--- config.mk ---
export PLATFORM = sky130hd
export DESIGN_NAME = derandomizer
export DESIGN_NICKNAME = d
export VERILOG_FILES = /design/src/rtl/derandomizer.sv
export SDC_FILE = /design/constraint.sdc
export NUM_CORES = 1
export LEC_CHECK = 0
export BUFFER_PORTS_ARGS = -buffer_cell sky130_fd_sc_hd__buf_4
export CAP_MARGIN = 20
export CORE_MARGIN = 3
export CORE_UTILIZATION = 62
export CTS_CLUSTER_SIZE = 12
export DETAILED_ROUTE_END_ITERATION = 8
export PLACE_DENSITY_LB_ADDON = 0.2
export RECOVER_POWER = 25
export SLEW_MARGIN = 20
export SYNTH_ARGS = -nofsm -noshare
export SYNTH_HDL_FRONTEND = slang
export SYNTH_SLANG_ARGS = --single-unit
--- constraint.sdc ---
create_clock -name i_clk -period 10.9 [get_ports i_clk]
set_input_delay 2.18 -clock i_clk [delete_from_list [all_inputs] [get_ports i_clk]]
set_output_delay 2.18 -clock i_clk [all_outputs]
set_load 0.01 [all_outputs]
--- src/rtl/derandomizer.sv ---
// Receive-side CCSDS derandomizer: hunts for the attached sync marker, restarts the
// Gold sequence at each frame and descrambles the payload, holding lock with a flywheel.
module derandomizer #(
    parameter int          FRAME_SYMS = 4080,
    parameter logic [31:0] ASM        = 32'h1ACFFC1D,
    parameter int          ASM_TOL    = 0,
    parameter int          MISS_LIMIT = 3
) (
    input  logic       i_clk,
    input  logic       i_reset,
    input  logic       i_valid,
    input  logic [1:0] i_sym,
    output logic       o_valid,
    output logic [1:0] o_data,
    output logic       o_sof,
    output logic       o_eof,
    output logic       o_locked,
    output logic       o_sync_err
);
    localparam int CNT_W  = $clog2(FRAME_SYMS);
    localparam int MISS_W = $clog2(MISS_LIMIT + 1);
    localparam logic [17:0]       X_INIT    = 18'h00001;
    localparam logic [17:0]       Y_INIT    = 18'h3FFFF;
    localparam logic [CNT_W-1:0]  CNT_LAST  = CNT_W'(FRAME_SYMS - 1);
    localparam logic [MISS_W-1:0] MISS_LAST = MISS_W'(MISS_LIMIT - 1);

    typedef enum logic [1:0] {HUNT, PAYLOAD, CHECK} state_t;

    function automatic logic asm_match(input logic [31:0] win);
        return $countones(win ^ ASM) <= ASM_TOL;
    endfunction

    function automatic logic [1:0] gold_sym(input logic [17:0] x, input logic [17:0] y);
        logic s1;
        s1 = (x[4] ^ x[6] ^ x[15]) ^
             (y[5] ^ y[6] ^ y[8] ^ y[9] ^ y[10] ^ y[11] ^ y[12] ^ y[13] ^ y[14] ^ y[15]);
        return {s1, x[0] ^ y[0]};
    endfunction

    function automatic logic [17:0] x_step(input logic [17:0] x);
        return {x[7] ^ x[0], x[17:1]};
    endfunction

    function automatic logic [17:0] y_step(input logic [17:0] y);
        return {y[10] ^ y[7] ^ y[5] ^ y[0], y[17:1]};
    endfunction

    state_t              state, state_nx;
    logic [31:0]         sr;
    logic [17:0]         x, y;
    logic [CNT_W-1:0]    cnt, cnt_nx;
    logic [3:0]          chk_cnt, chk_nx;
    logic [MISS_W-1:0]   miss, miss_nx;
    logic                seq_load, seq_adv;
    logic                locked_nx, err_nx, out_v, out_sof, out_eof;
    logic [31:0]         win;
    logic                match;

    // The window includes the symbol arriving now, so a marker is seen on its last symbol.
    assign win   = {sr[29:0], i_sym};
    assign match = asm_match(win);

    always_comb begin
        state_nx  = state;
        cnt_nx    = cnt;
        chk_nx    = chk_cnt;
        miss_nx   = miss;
        seq_load  = 1'b0;
        seq_adv   = 1'b0;
        locked_nx = o_locked;
        err_nx    = 1'b0;
        out_v     = 1'b0;
        out_sof   = 1'b0;
        out_eof   = 1'b0;
        if (i_valid) begin
            case (state)
                HUNT: begin
                    if (match) begin
                        state_nx  = PAYLOAD;
                        seq_load  = 1'b1;
                        cnt_nx    = '0;
                        miss_nx   = '0;
                        locked_nx = 1'b1;
                    end
                end
                PAYLOAD: begin
                    out_v   = 1'b1;
                    out_sof = (cnt == '0);
                    out_eof = (cnt == CNT_LAST);
                    seq_adv = 1'b1;
                    if (cnt == CNT_LAST) begin
                        state_nx = CHECK;
                        cnt_nx   = '0;
                        chk_nx   = '0;
                    end else begin
                        cnt_nx = cnt + 1'b1;
                    end
                end
                CHECK: begin
                    if (chk_cnt == 4'd15) begin
                        chk_nx = '0;
                        if (match) begin
                            miss_nx  = '0;
                            state_nx = PAYLOAD;
                            seq_load = 1'b1;
                        end else if (miss == MISS_LAST) begin
                            // Too many consecutive misses: give up the flywheel and re-hunt.
                            state_nx  = HUNT;
                            locked_nx = 1'b0;
                            err_nx    = 1'b1;
                            miss_nx   = '0;
                        end else begin
                            miss_nx  = miss + 1'b1;
                            state_nx = PAYLOAD;
                            seq_load = 1'b1;
                        end
                    end else begin
                        chk_nx = chk_cnt + 1'b1;
                    end
                end
                default: state_nx = HUNT;
            endcase
        end
    end

    always_ff @(posedge i_clk or posedge i_reset) begin
        if (i_reset) begin
            state      <= HUNT;
            sr         <= '0;
            x          <= X_INIT;
            y          <= Y_INIT;
            cnt        <= '0;
            chk_cnt    <= '0;
            miss       <= '0;
            o_valid    <= 1'b0;
            o_data     <= 2'b00;
            o_sof      <= 1'b0;
            o_eof      <= 1'b0;
            o_locked   <= 1'b0;
            o_sync_err <= 1'b0;
        end else begin
            state      <= state_nx;
            cnt        <= cnt_nx;
            chk_cnt    <= chk_nx;
            miss       <= miss_nx;
            o_valid    <= out_v;
            o_sof      <= out_sof;
            o_eof      <= out_eof;
            o_locked   <= locked_nx;
            o_sync_err <= err_nx;
            if (i_valid) begin
                sr <= win;
            end
            if (out_v) begin
                o_data <= i_sym ^ gold_sym(x, y);
            end
            if (seq_load) begin
                x <= X_INIT;
                y <= Y_INIT;
            end else if (seq_adv) begin
                x <= x_step(x);
                y <= y_step(y);
            end
        end
    end
endmodule
# After elaboration in Yosys (flattened, before gate mapping)
# Index checks and enable logic that the tools add are counted.
# totals
output_inout_bits,7
word_cells,131
inputBits,5
ff_bits,93
# classes
n_bitwise,19
n_reduce_logical,11
n_addsub,34
eq_ne,10
order_cmp,1
mux,43
# op_table
cell,count
18-bit 2-to-1 mux,4
1-bit by 1-bit adder with 2-bit output,16
2-bit by 2-bit adder with 3-bit output,8
12-bit 2-to-1 mux,2
12-bit one-hot mux with 2 select lines,1
1-bit 2-to-1 mux,22
19-bit inverter,1
1-bit bitwise XOR,17
3-bit by 3-bit adder with 4-bit output,4
2-bit 2-to-1 mux,7
12-bit by 1-bit adder with 12-bit output (second input constant),1
12-bit equality test (second input constant),1
12-bit logical NOT,1
4-bit by 4-bit adder with 5-bit output,2
2-bit != test (second input constant),5
4-bit 2-to-1 mux,2
4-bit one-hot mux with 2 select lines,1
4-bit AND reduction,2
2-bit nonzero test,4
5-bit by 5-bit adder with 6-bit output,1
6-bit by 1-bit less-or-equal comparator with 1-bit output (second input constant),1
2-bit one-hot mux with 3 select lines,1
3-bit AND reduction,2
6-bit AND reduction,1
other kinds (9),11

# Depth between registers and ports, before layout
# Gate-level depths: netlist of run 1.
# depth
ltp_word,12
ltp_mapped,20
depth_no_buf,18

# Worst setup path after synthesis of run 1
# Ideal clock, no wire load.
# synth_path
path_kind,input-to-reg
from,input i_sym[1]
to,register x[1]
arrival_ns,7.281
slack_ns,3.499
setup_time_ns,0.120
cell_stages,18
path_buffers,2
t_required_ns,10.780
cell_sequence,fa_1 > inv_1 > fa_1 > fa_1 > inv_1 > fa_1 > fa_1 > inv_1 > fa_1 > inv_1 > ha_1 > fa_1 > or4_4 > a2111oi_4 > o21a_1 > buf_4 > buf_6 > a21oi_1
# synth_between
elab_chain_len,11
elab_cells_between_ends,13
cone_classes,add/sub (5); order compare (1); mux (6); reduce/logical (1)
# synth_rtl
element,line,source
start: declaration,12,"input logic [1:0] i_sym,"
1-bit by 1-bit adder with 2-bit output (implied by the code) *,30,return $countones(win ^ ASM) <= ASM_TOL;
2-bit by 2-bit adder with 3-bit output (implied by the code) *,30,
3-bit by 3-bit adder with 4-bit output (implied by the code) *,30,
4-bit by 4-bit adder with 5-bit output (implied by the code) *,30,
5-bit by 5-bit adder with 6-bit output (implied by the code) *,30,
6-bit by 1-bit less-or-equal comparator with 1-bit output *,30,
1-bit 2-to-1 mux,102,if (match) begin
1-bit 2-to-1 mux,100,if (chk_cnt == 4'd15) begin
1-bit one-hot mux with 2 select lines *,76,case (state)
1-bit 2-to-1 mux *,75,if (i_valid) begin
18-bit 2-to-1 mux or 2-bit nonzero test (tied branches),-,
end signal: assignment,161,x <= x_step(x);
end: declaration,50,"logic [17:0] x, y;"
# Mark *: on every way between the ends. The rest lies on a longest branch, timed or not.
# A chain may end at the register's enable or synchronous reset.

# Final worst setup path of run 1
# layout_path
from,input i_sym[0]
to,register x[5]
# layout_between
elab_chain_len,12
elab_cells_between_ends,14
cone_classes,add/sub (5); order compare (1); mux (6); bitwise (1); reduce/logical (1)
# layout_rtl
element,line
19-bit inverter (no line) *,-
1-bit by 1-bit adder with 2-bit output (implied by the code) *,30
2-bit by 2-bit adder with 3-bit output (implied by the code) *,30
3-bit by 3-bit adder with 4-bit output (implied by the code) *,30
4-bit by 4-bit adder with 5-bit output (implied by the code) *,30
5-bit by 5-bit adder with 6-bit output (implied by the code) *,30
6-bit by 1-bit less-or-equal comparator with 1-bit output *,30
1-bit 2-to-1 mux,102
1-bit 2-to-1 mux,100
1-bit one-hot mux with 2 select lines *,76
1-bit 2-to-1 mux *,75
18-bit 2-to-1 mux or 2-bit nonzero test (tied branches),-
# Marked as above.

==> flow_summary.ini, run 1 <==
[final_layout]
n_antenna_cell = 0
fillCellCount = 576
nets = 538
regArea_um2 = 2350
syn2layout_area_growth_pct = 6.30
drive_above_1_share = 0.129
multi_input_area_um2 = 2270
utilization = 0.702

[min_path]
min_to = sr[16]$_DFFE_PP0P_
hold_depth = 2
hp-class = reg2reg
hold_path_startpoint = sr[14]$_DFFE_PP0P_

[setup_path]
endpoint_kind = flop
crit_chain = buf_4 -> fa_1 -> inv_1 -> fa_1 -> inv_1 -> fa_1 -> inv_1 -> fa_1 -> fa_1 -> inv_1 -> fa_1 -> inv_1 -> ha_1 -> fa_1 -> or4_4 -> a2111oi_4 -> o21a_1 -> a21oi_1
startpoint_type = input pin
criticalPathCategory = in2reg
r2r_setup_slack_ns = 4.55
cp_slowest_cell = a2111oi_4
r2r_end = x[5]$_DFFE_PP0P_
rr_worst_depth = 17
cp_max_fo = 18
cp.arrival_ns = 8.12
crit_top_cell = fa_1
worst-path-buf-inv = 6
required_ns = 11.12
cpPeakStageDelay_ns = 0.74
worstReg2RegStart = sr[1]$_DFFE_PP0P_
crit_family = adder cells

[synth]
synth_most_common_cell = nand2_1
yosys_warnings = 0
ys_seq_area_frac = 0.476
synth_edf_count = 0
synth_top_area_frac = 0.375
synth_area_um2 = 4940
yosys_register_bits = 93
syn-num-nets = 536
synthTopCellsByArea = dfrtp_1 37%, dfstp_2 10%, fa_1 9.7%
yosys.area.top_type = dfrtp_1
synth_flop_cell = dfrtp_1
syn_inst = 497
avgSynthCellArea_um2 = 9.94
synth.distinct_cells = 49
synth-async-reset-ratio = 1.00
synthTopCellsByCount = 103 x nand2_1, 74 x dfrtp_1, 55 x inv_1

[timing]
fin_skew_ns = 0.0119
fmax_mhz = 127
rsz0062_at_grt = no
tns_ns = 0
worst_slew_pin_slew_ns = 2.18
fin_ws_ns = 3.01
timing.hold.ws_ns = 0.491
drv_slew = 103
hold_violations = 0
fin_crit_sh = 0.724
maxSlewHeadroom = -0.453
period_needed_ns = 7.89
finalSetupViolations = 0

[placed_design]
hpwl_um = 6000
place_congestion = 0.878
post-place-ws_ns = 2.62
portBuffers = 11

[floorplanning]
design.die.area_um2 = 9080
dieHeight_um = 95.3
coreArea_um2 = 7490
fp-row-count = 31
initial_core_util = 0.660
dieWidth_um = 95.3
ios = 12

[run_status]
violations = max-capacitance violations, max-slew violations
status = finished, violations left

[drt]
wl_per_cell_um = 14.4
firstDrtPassIters = 5
vias = 3387
drc_errors = 0
drt-total-wl_um = 8660
via_per_inst = 5.62
final_antenna_net_count = 0
drtIter0Drc = 177

[clocking]
clk_pin_slew_worst_paths_ns = 0.10
clock_latency_ns = 0.36
post_cts.repair.setup_buffers = 0
cts_sinks = 93
numCtsBuffers = 9
holdBufCountCts = 0
root_buffer = clkbuf_8
cts_resized = 0
cts_tree = done
clockBufferDepth = 2
h-tree-depth = 3

[power_and_ir_drop]
leakage_nw = 2.46
vdd_ir_drop_max_uv = 215
pwr_density_cell_nw_per_um2 = 346

[grt]
grt_pass1_vias = 3265
grt_start_max_net_pins = 61
grtUsageTotal = 0.217
grt_overflow = 0
antenna_found_initial = 0
grt_pass1_wl_um = 15400

[flow_run]
maxCapViolations = 2
through the flow:
stage	cells	power [W]	area (um^2)
2_1_floorplan	497	0.00143	4940
3_3_place_gp	586	0.00157	5060
3_5_place_dp	586	0.00160	5060
4_1_cts	602	0.00185	5240
5_1_grt	603	0.00203	5250
6_report	603	0.00182	5250
cells in the final DEF (no fill, tap or decap), types with 3 or more instances in the layout:
master | netlist | final
nand2b_1 | 6 | 6
o221ai_1 | 8 | 8
nor4_1 | 5 | 5
nor2_1 | 7 | 7
buf_4 | 2 | 12
fa_1 | 24 | 24
nor2b_1 | 5 | 5
and3_1 | 4 | 4
dfrtp_1 | 74 | 74
o21ai_0 | 32 | 31
ha_1 | 10 | 10
xnor2_1 | 17 | 17
inv_6 | 0 | 3
nor3_1 | 5 | 5
nand3_1 | 23 | 23
a21o_1 | 5 | 5
a21oi_1 | 22 | 22
inv_1 | 55 | 53
nand2_1 | 103 | 103
a22o_1 | 9 | 9
dfstp_2 | 19 | 19
clkbuf_8 | 0 | 9
mux2_2 | 10 | 10
kinds of logic after synthesis:
family,synth area share
adders and majority gates,0.123
muxes,0.0248
buffers and inverters,0.0653
xor gates and xnor gates,0.0319
DFF,0.476
and+or+nand+nor,0.160
AOI/OAI and AO/OA,0.119
power by group:
| group | internal, W | switching, W |
|---|---|---|
| registers | 0.000447 | 0.0000674 |
| clock network | 0.0000887 | 0.000132 |
| logic | 0.000477 | 0.000607 |
worst min-delay path, delay by kind of cell (launching register included):
| kind | cells | cell delay (ns) |
|---|---|---|
| AO/OA/AOI/OAI | 1 | 0.06 |
| flip-flops | 1 | 0.35 |
| AND/OR/NAND/NOR | 1 | 0.05 |
area by class of cell:
| type | instances | share of cell area |
|---|---|---|
| tap | 99 | 0.0236 |
| multi-input combinational | 325 | 0.432 |
| timing repair buffer | 15 | 0.0221 |
| sequential | 93 | 0.447 |
| clock buffer | 9 | 0.0236 |
| inverter | 55 | 0.0395 |
| clock inverter | 7 | 0.0119 |
metal layers:
layer	wire length (um)	up-vias	global-route usage
met3	297	10	0.0458
met4	98	0	0.0613
met5	0	-	0
met2	4180	63	0.336
li1	-	1644	-
met1	4090	1670	0.311
worst max path at each step:
stage	from	depth (start not counted)	slack (ns)	end
floorplan	i_sym[1]	18	3.50	x[1]$_DFFE_PP0P_
global placement	i_sym[1]	17	2.70	x[17]$_DFFE_PP0P_
detailed placement	i_sym[0]	18	2.62	x[17]$_DFFE_PP0P_
CTS	i_sym[0]	18	3.00	x[17]$_DFFE_PP0P_
global route	i_sym[1]	17	2.65	x[16]$_DFFE_PP0P_
finish	i_sym[0]	18	3.01	x[5]$_DFFE_PP0P_
flip-flops by register name (all words and copies together) (netlist names):
name,cells
y,18
o_sof,1
x,18
o_sync_err,1
cnt,12
o_valid,1
o_locked,1
chk_cnt,4
state,2
sr,30
o_eof,1
miss,2
o_data,2
Power figures use the tool's default switching activity.
==> run 2: changes to the inputs <==
Settings changed: CORE_UTILIZATION 62 to 56.
Clock period 10.9 ns to 6.85 ns, I/O delays scaled along.
==> flow_summary.ini, run 2 (synthesis gave the netlist of run 1 again) <==
[grt]
grt_pass1_vias = 3192
grt_start_max_net_pins = 61
grt_overflow = 0
grtUsageTotal = 0.194
antenna_found_initial = 0
grt_pass1_wl_um = 15300

[setup_path]
worst-path-buf-inv = 7
cpPeakStageDelay_ns = 0.53
cp_slowest_cell = fa_1
crit_family = adder cells
required_ns = 7.05
startpoint_type = input pin
crit_top_cell = fa_1
cp.arrival_ns = 6.71
crit_chain = buf_4 -> fa_1 -> inv_1 -> fa_1 -> fa_1 -> inv_1 -> fa_1 -> fa_1 -> inv_1 -> fa_1 -> inv_1 -> ha_1 -> fa_1 -> or4_4 -> a2111oi_4 -> buf_12 -> o21a_1 -> buf_12 -> a211oi_1
endpoint_kind = flop
cp_max_fo = 18
criticalPathCategory = in2reg

[timing]
fin_crit_sh = 0.950
drv_slew = 109
timing.hold.ws_ns = 0.486
period_needed_ns = 6.51
fin_skew_ns = 0.0150
hold_violations = 0
rsz0062_at_grt = no
fmax_mhz = 154
worst_slew_pin_slew_ns = 2.28
finalSetupViolations = 0
fin_ws_ns = 0.341
maxSlewHeadroom = -0.517

[final_layout]
utilization = 0.636
largest-register = sr
top_regs = sr (30), x (18), y (18)
fillCellCount = 668
drive_above_1_share = 0.129
final_cell_mix = 103 x nand2_1, 74 x dfrtp_1, 53 x inv_1
syn2layout_area_growth_pct = 7.85
n_antenna_cell = 0
layout_commonest_cell = nand2_1
largest_reg_flops = 30
nets = 539
instances_no_fill = 610

[power_and_ir_drop]
finalPower_w = 0.00306
vdd_ir_drop_max_uv = 471
pwr_density_cell_nw_per_um2 = 573
leakage_nw = 2.49

[placed_design]
post-place-ws_ns = -0.0740
place_inst = 594
place_congestion = 0.809
portBuffers = 11
hpwl_um = 5940

[clocking]
post_cts.repair.setup_buffers = 0
cts_tree = done
cts_sinks = 93
h-tree-depth = 3
clockBufferDepth = 2
cts_resized = 0
root_buffer = clkbuf_8
clk_pin_slew_worst_paths_ns = 0.09
clock_latency_ns = 0.36
numCtsBuffers = 9
holdBufCountCts = 0

[drt]
via_per_inst = 5.50
vias = 3352
final_antenna_net_count = 0
drc_errors = 0
firstDrtPassIters = 4
drtIter0Drc = 149
wl_per_cell_um = 14.3
drt-total-wl_um = 8710

[run_status]
violations = max-capacitance violations, max-slew violations
status = finished, violations left

[floorplanning]
fp-row-count = 33
dieHeight_um = 99.9
ios = 12
dieWidth_um = 99.9
initial_core_util = 0.590
coreArea_um2 = 8380
design.die.area_um2 = 9990

[flow_run]
maxCapViolations = 2

[min_path]
hp-class = reg2reg
run 2: area by class of cell:
| cell class | count | area, um^2 | share of cell area |
|---|---|---|---|
| Clock buffer | 15 | 209 | 0.0392 |
| Clock inverter | 1 | 8.76 | 0.00164 |
| Inverter | 55 | 208 | 0.0390 |
| Multi-Input combinational cell | 325 | 2270 | 0.426 |
| Sequential cell | 93 | 2350 | 0.441 |
| Tap cell | 105 | 131 | 0.0246 |
| Timing Repair Buffer | 16 | 154 | 0.0289 |
run 2: metrics by stage:
step | setup TNS [ns] | cell area, um^2
finish | 0 | 5330
CTS | 0 | 5330
global route | 0 | 5330
global placement | 0 | 5120
detailed placement | -0.363 | 5120
floorplan | 0 | 4940
run 2: where the power goes:
part	internal (W)	total [W]	switching, W
registers	0.000711	0.000818	0.000107
clock network	0.000197	0.000384	0.000187
logic	0.000853	0.00185	0.00100
total	0.00176	0.00306	0.00129
run 2: worst reg2reg max path, stage by stage, from the launching register on:
cell,delay (ns)
dfrtp_1,0.41
fa_1,0.50
inv_1,0.05
fa_1,0.47
fa_1,0.53
inv_1,0.06
fa_1,0.48
fa_1,0.52
inv_1,0.05
fa_1,0.47
inv_1,0.04
ha_1,0.20
fa_1,0.44
or4_4,0.53
a2111oi_4,0.26
buf_12,0.19
o21a_1,0.18
buf_12,0.15
a211oi_1,0.05
run 2: path summary, 6_finish.rpt:
path                                    from                 to  slack (ns)  cells after the start
min in group asynchronous            i_reset    o_eof$_DFF_PP0_        1.52                      2
min                         y[3]$_DFFE_PP1P_   y[2]$_DFFE_PP1P_        0.49                      2
max reg2reg                sr[3]$_DFFE_PP0P_  x[17]$_DFFE_PP0P_        1.09                     18
max                                 i_sym[1]  x[17]$_DFFE_PP0P_        0.34                     19
min reg2reg                 y[3]$_DFFE_PP1P_   y[2]$_DFFE_PP1P_        0.49                      2
max in group asynchronous            i_reset   y[7]$_DFFE_PP1P_        4.01                      3
run 2: routing by layer:
metal | routed length (um) | up-vias | part of all wire | GRT usage
met4 | 169 | 0 | 0.019 | 0.0746
met2 | 3960 | 54 | 0.45 | 0.281
met1 | 4300 | 1642 | 0.49 | 0.290
li1 | - | 1643 | - | -
met3 | 281 | 13 | 0.032 | 0.0403
met5 | 0 | - | 0 | 0
